### config.mk
export PLATFORM = sky130hd
export DESIGN_NAME = stopwatch_ctrl
export DESIGN_NICKNAME = d
export VERILOG_FILES = /design/src/rtl/stopwatch_ctrl.sv
export SDC_FILE = /design/constraint.sdc
export NUM_CORES = 1
export LEC_CHECK = 0
export ABC_CLOCK_PERIOD_IN_PS = 2700
export CORE_UTILIZATION = 35
export DETAILED_ROUTE_END_ITERATION = 10
export GPL_TIMING_DRIVEN = 0
export PLACE_DENSITY = 0.49
export SLEW_MARGIN = 20
export SYNTH_ARGS = -nofsm -noshare
export SYNTH_HDL_FRONTEND = slang
export SYNTH_SLANG_ARGS = --single-unit
### constraint.sdc
create_clock -name clk -period 2.7 [get_ports clk]
set_input_delay 0.27 -clock clk [delete_from_list [all_inputs] [get_ports clk]]
set_output_delay 0.27 -clock clk [all_outputs]
set_load 0.02 [all_outputs]
### src/rtl/stopwatch_ctrl.sv
// Stopwatch control sequencer: input synchronizers, button debouncers,
// run/pause/adjust state machine and the one-cycle strobes for the counter.
module stopwatch_ctrl #(
    parameter int unsigned ONE_HZ_DIV = 100000000,
    parameter int unsigned ADJ_DIV    = 50000000,
    parameter int unsigned BLINK_DIV  = 25000000,
    parameter int unsigned DB_CYCLES  = 1000000
) (
    input  logic       clk,
    input  logic       rst,
    input  logic       pauseB,
    input  logic       rstB,
    input  logic       sel,
    input  logic       adj,
    output logic       secTick,
    output logic       adjMinTick,
    output logic       adjSecTick,
    output logic       clr,
    output logic       blink,
    output logic [1:0] state
);

    localparam int unsigned SEC_W   = $clog2(ONE_HZ_DIV + 1);
    localparam int unsigned ADJ_W   = $clog2(ADJ_DIV + 1);
    localparam int unsigned BLINK_W = $clog2(BLINK_DIV + 1);
    localparam int unsigned DB_W    = $clog2(DB_CYCLES + 1);

    typedef enum logic [1:0] {
        IDLE   = 2'b00,
        RUN    = 2'b01,
        PAUSED = 2'b10,
        ADJUST = 2'b11
    } state_t;

    state_t cur, nxt;

    logic [3:0] sync1, sync2;
    logic [1:0] btn_s;
    logic [1:0] press;
    logic       sel_s, adj_s;

    always_ff @(posedge clk or negedge rst) begin
        if (!rst) begin
            sync1 <= '0;
            sync2 <= '0;
        end else begin
            sync1 <= {adj, sel, rstB, pauseB};
            sync2 <= sync1;
        end
    end

    assign btn_s = sync2[1:0];
    assign sel_s = sync2[2];
    assign adj_s = sync2[3];

    // Bit 0 is the pause button, bit 1 the stopwatch-reset button.
    for (genvar g = 0; g < 2; g++) begin : g_db
        logic [DB_W-1:0] cnt;
        logic            lvl, lvl_d, pls;

        always_ff @(posedge clk or negedge rst) begin
            if (!rst) begin
                cnt   <= '0;
                lvl   <= 1'b0;
                lvl_d <= 1'b0;
                pls   <= 1'b0;
            end else begin
                lvl_d <= lvl;
                pls   <= lvl & ~lvl_d;
                if (btn_s[g] == lvl) begin
                    cnt <= '0;
                end else if (cnt == DB_W'(DB_CYCLES - 1)) begin
                    cnt <= '0;
                    lvl <= btn_s[g];
                end else begin
                    cnt <= cnt + 1'b1;
                end
            end
        end

        assign press[g] = pls;
    end

    logic [SEC_W-1:0]   sec_cnt;
    logic [ADJ_W-1:0]   adj_cnt;
    logic [BLINK_W-1:0] blink_cnt;
    logic               sec_due, adj_due, clr_n;

    assign sec_due = (cur == RUN)    && (sec_cnt == SEC_W'(ONE_HZ_DIV - 1));
    assign adj_due = (cur == ADJUST) && (adj_cnt == ADJ_W'(ADJ_DIV - 1));

    always_comb begin
        nxt   = cur;
        clr_n = 1'b0;
        if (adj_s && cur != ADJUST) begin
            nxt = ADJUST;
        end else if (cur == ADJUST && !adj_s) begin
            nxt = PAUSED;
        end else if (press[1]) begin
            clr_n = 1'b1;
            if (cur != ADJUST) nxt = IDLE;
        end else if (press[0]) begin
            case (cur)
                IDLE:    nxt = RUN;
                RUN:     nxt = PAUSED;
                PAUSED:  nxt = RUN;
                default: nxt = cur;
            endcase
        end
    end

    // Strobes are registered so each one lands exactly N cycles after entry;
    // a strobe is dropped if clr fires or the state leaves its mode on that edge.
    always_ff @(posedge clk or negedge rst) begin
        if (!rst) begin
            cur        <= IDLE;
            sec_cnt    <= '0;
            adj_cnt    <= '0;
            blink_cnt  <= '0;
            blink      <= 1'b0;
            clr        <= 1'b0;
            secTick    <= 1'b0;
            adjMinTick <= 1'b0;
            adjSecTick <= 1'b0;
        end else begin
            cur        <= nxt;
            clr        <= clr_n;
            secTick    <= sec_due && !clr_n && (nxt != ADJUST);
            adjMinTick <= adj_due && !clr_n && (nxt == ADJUST) && !sel_s;
            adjSecTick <= adj_due && !clr_n && (nxt == ADJUST) &&  sel_s;

            if (clr_n || cur == IDLE)
                sec_cnt <= '0;
            else if (cur == RUN)
                sec_cnt <= sec_due ? '0 : sec_cnt + 1'b1;

            if (cur != ADJUST)
                adj_cnt <= '0;
            else
                adj_cnt <= adj_due ? '0 : adj_cnt + 1'b1;

            if (cur != ADJUST || nxt != ADJUST) begin
                blink_cnt <= '0;
                blink     <= 1'b0;
            end else if (blink_cnt == BLINK_W'(BLINK_DIV - 1)) begin
                blink_cnt <= '0;
                blink     <= ~blink;
            end else begin
                blink_cnt <= blink_cnt + 1'b1;
            end
        end
    end

    assign state = cur;

endmodule

==> results of run 1 <==
==> critical path, stage by stage, from the launching register on <==
cell and delay [ps]:
dfrtp_1 440, or4b_1 510, or4_1 530, nor4_2 280, or2_1 170, buf_6 130
buf_12 130, nor2_1 50
==> timing repair <==
item	CTS	global route
endpoints found under the hold margin	51	0
hold buffers	1	0
setup endpoints to repair	0	10
resized for setup	0	1
==> area by class of cell <==
cell class	count	share of cell area
Sequential cell	139	0.466
Multi-Input combinational cell	473	0.382
Clock buffer	25	0.0664
Tap cell	229	0.0384
Timing Repair Buffer	14	0.0218
Buffer	17	0.0143
Inverter	17	0.00855
Clock inverter	3	0.00201
==> placed cells by master, fill, tap and decap left out, types with 11 or more instances in the layout <==
| cell | Yosys | layout |
|---|---|---|
| dfrtp_1 | 139 | 139 |
| nor2_1 | 132 | 132 |
| xor2_1 | 78 | 78 |
| nand3_1 | 52 | 52 |
| nand2_1 | 43 | 43 |
| nand4_1 | 33 | 33 |
| xnor2_1 | 31 | 31 |
| inv_1 | 17 | 17 |
| clkbuf_16 | 0 | 17 |
| clkbuf_1 | 12 | 16 |
| and3_1 | 13 | 13 |
| nor4_1 | 14 | 11 |
| clkdlybuf4s50_1 | 0 | 11 |
==> how the worst max path moves through the flow <==
stage | startpoint | end | slack (ps) | cells after the start
after global placement | rst | g_db[1].cnt[12]$_DFF_PN0_ | -4290 | 1
final | adj_cnt[16]$_DFF_PN0_ | adj_cnt[23]$_DFF_PN0_ | 350 | 7
after floorplan | adj_cnt[16]$_DFF_PN0_ | adj_cnt[16]$_DFF_PN0_ | 600 | 7
after detailed placement | g_db[0].cnt[0]$_DFF_PN0_ | g_db[0].cnt[11]$_DFF_PN0_ | 180 | 7
after CTS | g_db[0].cnt[0]$_DFF_PN0_ | g_db[0].cnt[11]$_DFF_PN0_ | 200 | 7
after global routing | g_db[0].cnt[0]$_DFF_PN0_ | g_db[0].cnt[12]$_DFF_PN0_ | 20 | 7
==> cells by family (layout without fill, tap and decap cells) <==
family	count (synthesis)	in the layout	share of synthesized area
and+or+nand+nor	339	339	0.260
DFF	139	139	0.536
xor gates and xnor gates	109	109	0.147
buffers and inverters	34	76	0.0262
AOI/OAI and AO/OA	16	16	0.0139
adders and majority gates	5	5	0.00965
muxes	4	4	0.00656
==> synthesized netlist by cell type <==
cell	instances	area [um2]
and4_1	6	52.6
nor2_1	132	495
nand2b_1	3	18.8
o21ai_1	1	5.00
buf_12	2	40.0
mux2_2	2	22.5
buf_6	1	11.3
nor4_1	14	87.6
and2_1	3	18.8
nor4_2	3	37.5
a21boi_1	1	7.51
nor4bb_1	1	10.0
nand3b_1	1	7.51
nand2_1	43	161
and4b_1	2	20.0
mux2i_1	2	20.0
nand4b_1	4	35.0
nor2_2	1	6.26
ha_1	5	62.6
and3_2	1	7.51
nor3_2	1	10.0
dfrtp_1	139	3480
o211ai_1	1	7.51
buf_2	2	10.0
nand3_1	52	260
inv_1	17	63.8
nor2b_1	2	12.5
xnor2_1	31	272
or4b_1	1	10.0
a21oi_1	5	25.0
o21ai_0	5	25.0
nor3_1	7	35.0
clkbuf_1	12	45.0
or2_2	4	25.0
nor4b_1	3	26.3
or4_1	3	22.5
nand4_1	33	206
a31oi_1	1	6.26
xor2_1	78	683
or3_1	5	31.3
a21o_1	1	7.51
or2_1	1	6.26
o22ai_1	1	6.26
and3_1	13	81.3
==> flip-flops by register name, indices dropped and copies added (netlist names) <==
name        cells
g_db.cnt       40
g_db.pls        2
sync1           4
state           2
adjMinTick      1
g_db.lvl        2
secTick         1
blink_cnt      25
blink           1
sync2           4
adj_cnt        26
clr             1
sec_cnt        27
g_db.lvl_d      2
adjSecTick      1
==> report_power, final <==
group          internal [W]  switching (W)
logic             0.0000443      0.0000873
clock network       0.00125       0.000810
registers           0.00211      0.0000194
total               0.00340       0.000917
==> per-layer routing <==
metal | up-vias | part of all wire | global-route usage
li1 | 2257 | - | -
met4 | 0 | 0.013 | 0.0662
met2 | 40 | 0.47 | 0.231
met1 | 2233 | 0.50 | 0.188
met3 | 12 | 0.021 | 0.0326
met5 | - | 0 | 0
==> stage by stage <==
stage	TNS [ps]	hold slack, ps	instance area, um2	worst slack (ps)	utilization
after floorplan	0	-25.6	6480	605	-
after global placement	-594070	333	6890	-4290	0.381
after detailed placement	0	215	6930	185	0.383
after CTS	0	279	7450	200	0.412
after global routing	0	283	7460	16.7	0.413
final	0	296	7460	347	0.413
==> results by group, run 1 <==
Status
  • Outcome: finished with violations
  • Violated checks: design-rule violations

Route
  • Vias: 4542
  • DR WL/cell: 13.7 um
  • Routed Antenna Nets: 0
  • Residual DRC count: 2
  • DR vias/cell: 4.95
  • DR pass1 iterations: 8
  • 1st-iter DRT viols: 224
  • Final wirelength: 12.6 mm

Synthesis
  • Seq cells post-synth: 139
  • Syn Std Cell Area: 6480 um2
  • Netlist cell types: 44
  • Sequential share of the synthesized area: 0.536
  • Net count after synthesis: 657
  • Syn_area_per_cell: 10.0 um2
  • Yosys Warn Count: 0
  • Syn Inst Count: 646

CTS
  • Clock transition at path regs: 60 ps
  • CTS Buffer Depth: 2
  • Clock sink count: 139
  • Cts bufs inserted: 17
  • Clock Tree Root: clkbuf_16
  • CTS tree: done
  • Setup Buffers After CTS: 0
  • Worst-skew pair later-pin latency: 410 ps
  • CTS H-tree depth: 4

Placed design
  • Port Buffers: 12
  • Post-Place Cells: 888
  • GPL Wtd Cong: 0.775
  • Hpwl dp: 8.40 mm

Die
  • I/O pins: 13
  • Die height: 138 um
  • FP Rows: 49
  • Core ar.: 18100 um2
  • Die ar.: 19100 um2
  • Die width: 138 um
  • Initial core utilization: 0.358

Setup path
  • Crit. End Element: flip-flop
  • CP required: 3000 ps
  • Reg-to-reg endpoint: adj_cnt[23]$_DFF_PN0_
  • Critical path class: flip-flop to flip-flop
  • Reg2reg setup slack: 350 ps
  • Worst R2R Path Depth: 7
  • Critical Path Fanout Max: 10
  • Worst reg2reg startpoint: adj_cnt[16]$_DFF_PN0_
  • WP data arrival: 2650 ps
  • CP Launch Type: flip-flop

Power
  • Worst IR Drop VDD: 0.000359 V
  • Power density cells: 578 nW/um2
  • Leakage power: 3.20 nW
  • Tot Pwr: 0.00431 W

Cells and area
  • Filler cell count: 1758
  • Share of cells above drive strength 1: 0.0669
  • FF+latch area: 3480 um2
  • N_diodes: 0
  • Post-Layout Cell Count: 917
  • Final nets: 690
  • Synthesis-to-layout area growth: 15.1%
  • Multi-input gate area: 2850 um2

Min path
  • Hold depth: 1
  • Worst hold endpoint: sync1[0]$_DFF_PN0_
  • Hold Crit Start: pauseB
  • Worst hold path class: input port to flip-flop

Global route
  • Number of global-route vias before repair: 4643
  • Gr usage total: 0.145
  • Largest net degree at the start of global routing: 89
  • Initial antenna violation count: 0
  • First-pass GRT wire length: 22.3 mm
  • Global route total overflow: 0

Timing
  • Minimum clock period: 2350 ps
  • Tcrit/Tclk final: 0.871
  • Final slew viol count: 0
  • Fin. Hold Viols: 0
  • Slew headroom: 0.371
  • Worst Tran Pin Value: 936 ps
  • Worst Skew: 5.46 ps
  • Setup Viol. Count Final: 0
  • RSZ-0062 raised after global routing: no
  • Peak Freq: 425 MHz

Flow run
  • Maximum capacitance violations: 0
No activity file was read; power rests on OpenSTA's default activity.
==> run 2, diff against run 1 <==
ABC_CLOCK_PERIOD_IN_PS = 3000   (was 2700)
clock period = 3 ns   (was 2.7 ns; I/O delays follow)
==> run 2 against run 1 <==
  * The flow still finishes with violations (design-rule violations)
  * Via count about the same
  * First-iteration DRC count up 13%
  * Wire length about the same
  * Final area about the same
  * Clock power down 10%
  * Highest routed layer unchanged
==> results by group, run 2 (synthesized netlist as in run 1, its figures left out) <==
Timing
  • Worst Tran Pin Value: 934 ps (-2.50 ps)
  • Fin. Hold Viols: 0 (unchanged)
  • Setup Viol. Count Final: 0 (unchanged)
  • Final slew viol count: 0 (unchanged)
  • Minimum clock period: 2440 ps (+91.4 ps)
  • Hold_ws: 326 ps (+30.0 ps)
  • Tcrit/Tclk final: 0.815 (-0.0567)
  • RSZ-0062 raised after global routing: no
  • Slew headroom: 0.372 (+0.00168)
  • Worst Skew: 5.34 ps (-0.122 ps)
  • Peak Freq: 409 MHz (-3.7%)
  • Min setup slack post-route: 556 ps (+209 ps)

Die
  • Die ar.: 19100 um2 (unchanged)
  • FP Rows: 49 (unchanged)
  • Die width: 138 um (unchanged)
  • Die height: 138 um (unchanged)
  • Core ar.: 18100 um2 (unchanged)
  • I/O pins: 13 (unchanged)
  • Initial core utilization: 0.358 (unchanged)

Setup path
  • Critical Path Fanout Max: 10 (unchanged)
  • CP required: 3280 ps (+280 ps)
  • WP data arrival: 2730 ps (+80 ps)
  • Crit. End Element: flip-flop
  • CP Launch Type: flip-flop
  • Critical path class: flip-flop to flip-flop

Cells and area
  • Multi-input gate area: 2850 um2 (-0.22%)
  • Final Util: 0.412 (about the same)
  • Max reg flops: 40 (unchanged)
  • Commonest non-fill, non-tap cell in the layout: dfrtp_1
  • N_diodes: 0 (unchanged)
  • Filler cell count: 1757 (-0.057%)
  • Synthesis-to-layout area growth: 15.0% (about the same)
  • Most frequent cells in the layout: dfrtp_1 (139), nor2_1 (132), xor2_1 (78), nand3_1 (52), nand2_1 (43)
  • Share of cells above drive strength 1: 0.0654 (-0.00145)
  • Biggest register: g_db.cnt
  • Final nets: 690 (unchanged)
  • Largest regs: g_db.cnt x40, sec_cnt x27, adj_cnt x26
  • FF+latch area: 3480 um2 (unchanged)

CTS
  • Worst-skew pair later-pin latency: 410 ps (about the same)
  • CTS Buffer Depth: 2 (unchanged)
  • CTS H-tree depth: 4 (unchanged)
  • Clock Tree Root: clkbuf_16
  • Clock transition at path regs: 60 ps (about the same)
  • Post-cts sizing count: 0 (unchanged)
  • CTS tree: done
  • Cts bufs inserted: 17 (unchanged)
  • Clock sink count: 139 (unchanged)

Global route
  • Global route total overflow: 0 (unchanged)
  • Initial antenna violation count: 0 (unchanged)
  • Number of global-route vias before repair: 4643 (unchanged)
  • First-pass GRT wire length: 22.3 mm (unchanged)
  • Gr usage total: 0.145 (unchanged)
  • Largest net degree at the start of global routing: 89 (unchanged)

Route
  • 1st-iter DRT viols: 254 (+13%)
  • DR vias/cell: 4.95 (about the same)
  • Final wirelength: 12.6 mm (about the same)
  • Vias: 4543 (+0.022%)
  • DR WL/cell: 13.7 um (about the same)
  • Routed Antenna Nets: 0 (unchanged)
  • DR pass1 iterations: 8 (unchanged)
  • Residual DRC count: 2 (unchanged)

Power
  • Leakage power: 3.20 nW (about the same)
  • Tot Pwr: 0.00388 W (-10%)
  • Power density cells: 521 nW/um2 (-9.9%)
  • Worst IR Drop VDD: 0.000323 V (-10%)

Placed design
  • Port Buffers: 12 (unchanged)
  • GPL Wtd Cong: 0.775 (unchanged)
  • Setup Slack @ Placement: 485 ps (+300 ps)
  • Hpwl dp: 8.40 mm (unchanged)

Flow run
  • Maximum capacitance violations: 0 (unchanged)

Status
  • Outcome: finished with violations
  • Violated checks: design-rule violations

Min path
  • Worst hold path class: input port to flip-flop
[run 2: cell type report]
type / count / share of cell area
timing repair buffer: 14 / 0.0218
clock inverter: 3 / 0.00201
clock buffer: 25 / 0.0665
sequential: 139 / 0.467
multi-input combinational: 473 / 0.382
inverter: 17 / 0.00856
tap: 229 / 0.0384
buffer: 17 / 0.0143
[run 2: worst paths after layout]
| check | start | depth (start not counted) | endpoint | slack [ps] |
|---|---|---|---|---|
| min in group asynchronous | rst | 2 | sec_cnt[12]$_DFFE_PN0P_ | 390 |
| max in group asynchronous | rst | 3 | g_db[1].cnt[19]$_DFF_PN0_ | 1830 |
| max | g_db[0].cnt[0]$_DFF_PN0_ | 7 | g_db[0].cnt[11]$_DFF_PN0_ | 560 |
| max reg2reg | g_db[0].cnt[0]$_DFF_PN0_ | 7 | g_db[0].cnt[11]$_DFF_PN0_ | 560 |
| min reg2reg | sync1[0]$_DFF_PN0_ | 0 | sync2[0]$_DFF_PN0_ | 350 |
| min | pauseB | 1 | sync1[0]$_DFF_PN0_ | 330 |
[run 2: metrics by stage]
stage,instances,area (um2),setup TNS (ps)
after floorplan,646,6480,0
after global placement,887,6890,-556540
after detailed placement,888,6930,0
after CTS,917,7450,0
after global routing,917,7460,0
final,917,7460,0
[run 2: where the power goes]
group | switching [W] | internal [W] | total, W
registers | 0.0000175 | 0.00190 | 0.00191
clock network | 0.000728 | 0.00112 | 0.00185
logic | 0.0000786 | 0.0000399 | 0.000118
[run 2: metal layers]
layer,vias up,GRT usage,part of all wire
met1,2232,0.188,0.49
met2,42,0.231,0.47
met5,-,0,0
li1,2257,-,-
met4,0,0.0662,0.013
met3,12,0.0326,0.022
[run 2: what timing repair did]
item / 4_1_cts / 5_1_grt
setup buffers: 0 / 0
hold endpoints to repair: 51 / 0
hold buffers: 1 / 0
[run 2: critical path: stages, from the launching register on]
cell and delay (ps):
dfrtp_1 390, ha_1 200, nand3_1 240, nor4_1 460, or2_2 180, clkbuf_1 350, clkbuf_1 390, nor2_1 100
==> run 3, diff against run 2 <==
ABC_CLOCK_PERIOD_IN_PS = 2100   (was 3000)
PLACE_DENSITY = 0.51   (was 0.49)
clock period = 2.1 ns   (was 3 ns; I/O delays follow)
==> run 3 against run 2 <==
  * The flow finishes with violations (design-rule violations, negative setup slack)
  * Global-route usage is 0.31 points higher
  * Total power up 63%
  * Sequential power up 43%
  * Clock skew increased by 1.1 ps
  * Fmax increased by 8.5%
  * Sequential cell count is the same
  * Worst hold slack lost 93 ps
  * Via count rose by 1.7%
  * First-iteration DRC count increased by 17%
  * Clock power up 85%
  * Core utilization rose by 2.4 points
  * Highest routed layer unchanged
==> results by group, run 3 (synthesized netlist as in run 1, its figures left out) <==
Status
  • Outcome: finished with violations
  • Violated checks: design-rule violations, negative setup slack

Route
  • DR WL/cell: 13.8 um (+0.55%)
  • DR vias/cell: 4.97 (+0.30%)
  • DR pass1 iterations: 7 (-1)
  • Vias: 4621 (+1.7%)
  • Final wirelength: 12.8 mm (+2.0%)
  • 1st-iter DRT viols: 297 (+17%)
  • Routed Antenna Nets: 0 (unchanged)
  • Residual DRC count: 1 (-1)

Timing
  • Worst Tran Pin Value: 680 ps (-253 ps)
  • Minimum clock period: 2250 ps (-191 ps)
  • RSZ-0062 raised after global routing: yes
  • Slew headroom: 0.542 (+0.170)
  • Final slew viol count: 0 (unchanged)
  • Peak Freq: 444 MHz (+8.5%)
  • Tcrit/Tclk final: 1.07 (+0.258)
  • Min setup slack post-route: -153 ps (-709 ps)
  • Worst Skew: 6.40 ps (+1.06 ps)
  • Fin. Hold Viols: 0 (unchanged)
  • Setup Viol. Count Final: 24 (+24)

Global route
  • First-pass GRT wire length: 23.0 mm (+3.2%)
  • Initial antenna violation count: 0 (unchanged)
  • Largest net degree at the start of global routing: 97 (+9.0%)
  • Global route total overflow: 0 (unchanged)
  • Number of global-route vias before repair: 4767 (+2.7%)
  • Gr usage total: 0.148 (+0.00307)

Die
  • I/O pins: 13 (unchanged)
  • Core ar.: 18100 um2 (unchanged)
  • Die width: 138 um (unchanged)
  • Die ar.: 19100 um2 (unchanged)
  • FP Rows: 49 (unchanged)
  • Die height: 138 um (unchanged)
  • Initial core utilization: 0.358 (unchanged)

Cells and area
  • Largest regs: g_db.cnt x40, sec_cnt x27, adj_cnt x26
  • Final Util: 0.436 (+0.0236)
  • Most frequent cells in the layout: dfrtp_1 (138), nor2_1 (128), xor2_1 (78), nand3_1 (49), nand2_1 (42)
  • FF+latch area: 3480 um2 (about the same)
  • Share of cells above drive strength 1: 0.130 (+0.0644)
  • N_diodes: 0 (unchanged)
  • Final nets: 699 (+1.3%)
  • Commonest non-fill, non-tap cell in the layout: dfrtp_1
  • Filler cell count: 1670 (-5.0%)
  • Synthesis-to-layout area growth: 21.6%
  • Max reg flops: 40 (unchanged)
  • Biggest register: g_db.cnt
  • Multi-input gate area: 2990 um2 (+5.1%)

Setup path
  • Critical Path Fanout Max: 10 (unchanged)
  • CP required: 2400 ps (-880 ps)
  • WP data arrival: 2550 ps (-180 ps)
  • Cell family with most CP delay: simple AND/OR/NAND/NOR gates
  • Critical path class: flip-flop to flip-flop
  • CP Launch Type: flip-flop
  • Worst path slowest cell: or4_4
  • Cell Chain, Critical Path: or4_1 > or4_4 > nor4_4 > or2_1 > buf_6 > buf_12 > nor2_1
  • WP buf/inv: 2 (unchanged)
  • Crit. End Element: flip-flop
  • Max incr delay on CP: 540 ps (+80 ps)

Power
  • Tot Pwr: 0.00634 W (+63%)
  • Clock power share: 0.540 (+0.064)
  • Worst IR Drop VDD: 0.000303 V (-5.9%)
  • Sw Share: 0.197 (-0.0151)
  • Internal power: 0.00509 W (+66%)
  • Sw Pwr: 0.00125 W (+52%)
  • Sequential Power Share: 0.432 (-0.061)
  • Leakage power: 3.49 nW (+9.0%)
  • Power density cells: 804 nW/um2 (+54%)
  • Logic gate share of total power: 0.028 (-0.003)

Placed design
  • Port Buffers: 12 (unchanged)
  • Hpwl dp: 8.30 mm (-1.1%)
  • GPL Wtd Cong: 0.773 (-0.27%)

CTS
  • Clock transition at path regs: 60 ps (about the same)
  • CTS H-tree depth: 4 (unchanged)
  • Cts bufs inserted: 17 (unchanged)
  • Clock Tree Root: clkbuf_16
  • CTS Buffer Depth: 2 (unchanged)
  • Worst-skew pair later-pin latency: 420 ps (about the same)
  • CTS tree: done
  • Clock sink count: 139 (unchanged)

Min path
  • Worst hold path class: input port to flip-flop

Flow run
  • Maximum capacitance violations: 0 (unchanged)
==> run 3: area by class of cell <==
class | instances | area share
Clock buffer | 20 | 0.0592
Sequential cell | 139 | 0.441
Tap cell | 229 | 0.0363
Timing Repair Buffer | 27 | 0.0330
Buffer | 13 | 0.0148
Clock inverter | 12 | 0.0275
Multi-Input combinational cell | 473 | 0.380
Inverter | 17 | 0.00810
==> run 3: per-layer routing <==
layer | up-vias | GRT usage | wire length [um]
li1 | 2271 | - | -
met1 | 2293 | 0.192 | 6200
met2 | 40 | 0.240 | 6100
met3 | 17 | 0.0416 | 354
met4 | 0 | 0.0455 | 149
met5 | - | 0 | 0
==> run 3: final timing paths <==
check	slack [ps]	to	cells past startpoint	from
max	-150	adj_cnt[8]$_DFF_PN0_	7	adj_cnt[10]$_DFF_PN0_
min	230	sync1[1]$_DFF_PN0_	1	rstB
max reg2reg	-150	adj_cnt[8]$_DFF_PN0_	7	adj_cnt[10]$_DFF_PN0_
min reg2reg	340	sync2[3]$_DFF_PN0_	0	sync1[3]$_DFF_PN0_
max in group asynchronous	1040	g_db[0].cnt[8]$_DFF_PN0_	3	rst
min in group asynchronous	270	adj_cnt[18]$_DFF_PN0_	2	rst
==> run 3: timing repair <==
item                                    in CTS  in global routing
resized for setup                           17                 26
hold buffers                                 1                  0
pin swaps                                    4                  6
endpoints found under the setup margin      82                 99
hold endpoints to repair                    43                  0
buffers inserted                            10                  4
==> run 3: power by group through the flow <==
stage / Sequential, W / Combinational (W) / Clock [W]
floorplan: 0.00278 / 0.0000801 / 0
global placement: 0.00278 / 0.000164 / 0
detailed placement: 0.00278 / 0.000176 / 0
CTS: 0.00274 / 0.000180 / 0.00352
global route: 0.00274 / 0.000207 / 0.00364
finish: 0.00274 / 0.000177 / 0.00342
==> run 3: metrics by stage <==
step / hold slack (ps) / instances / TNS (ps) / area, um2 / setup slack [ps]
after floorplan: -85.6 / 646 / 0 / 6480 / 4.76
after global placement: 335 / 887 / -675490 / 6890 / -4760
after detailed placement: 123 / 888 / -17210 / 6930 / -373
after CTS: 213 / 927 / -4370 / 7740 / -196
after global routing: 231 / 930 / -5350 / 7880 / -237
final: 233 / 930 / -3280 / 7880 / -153
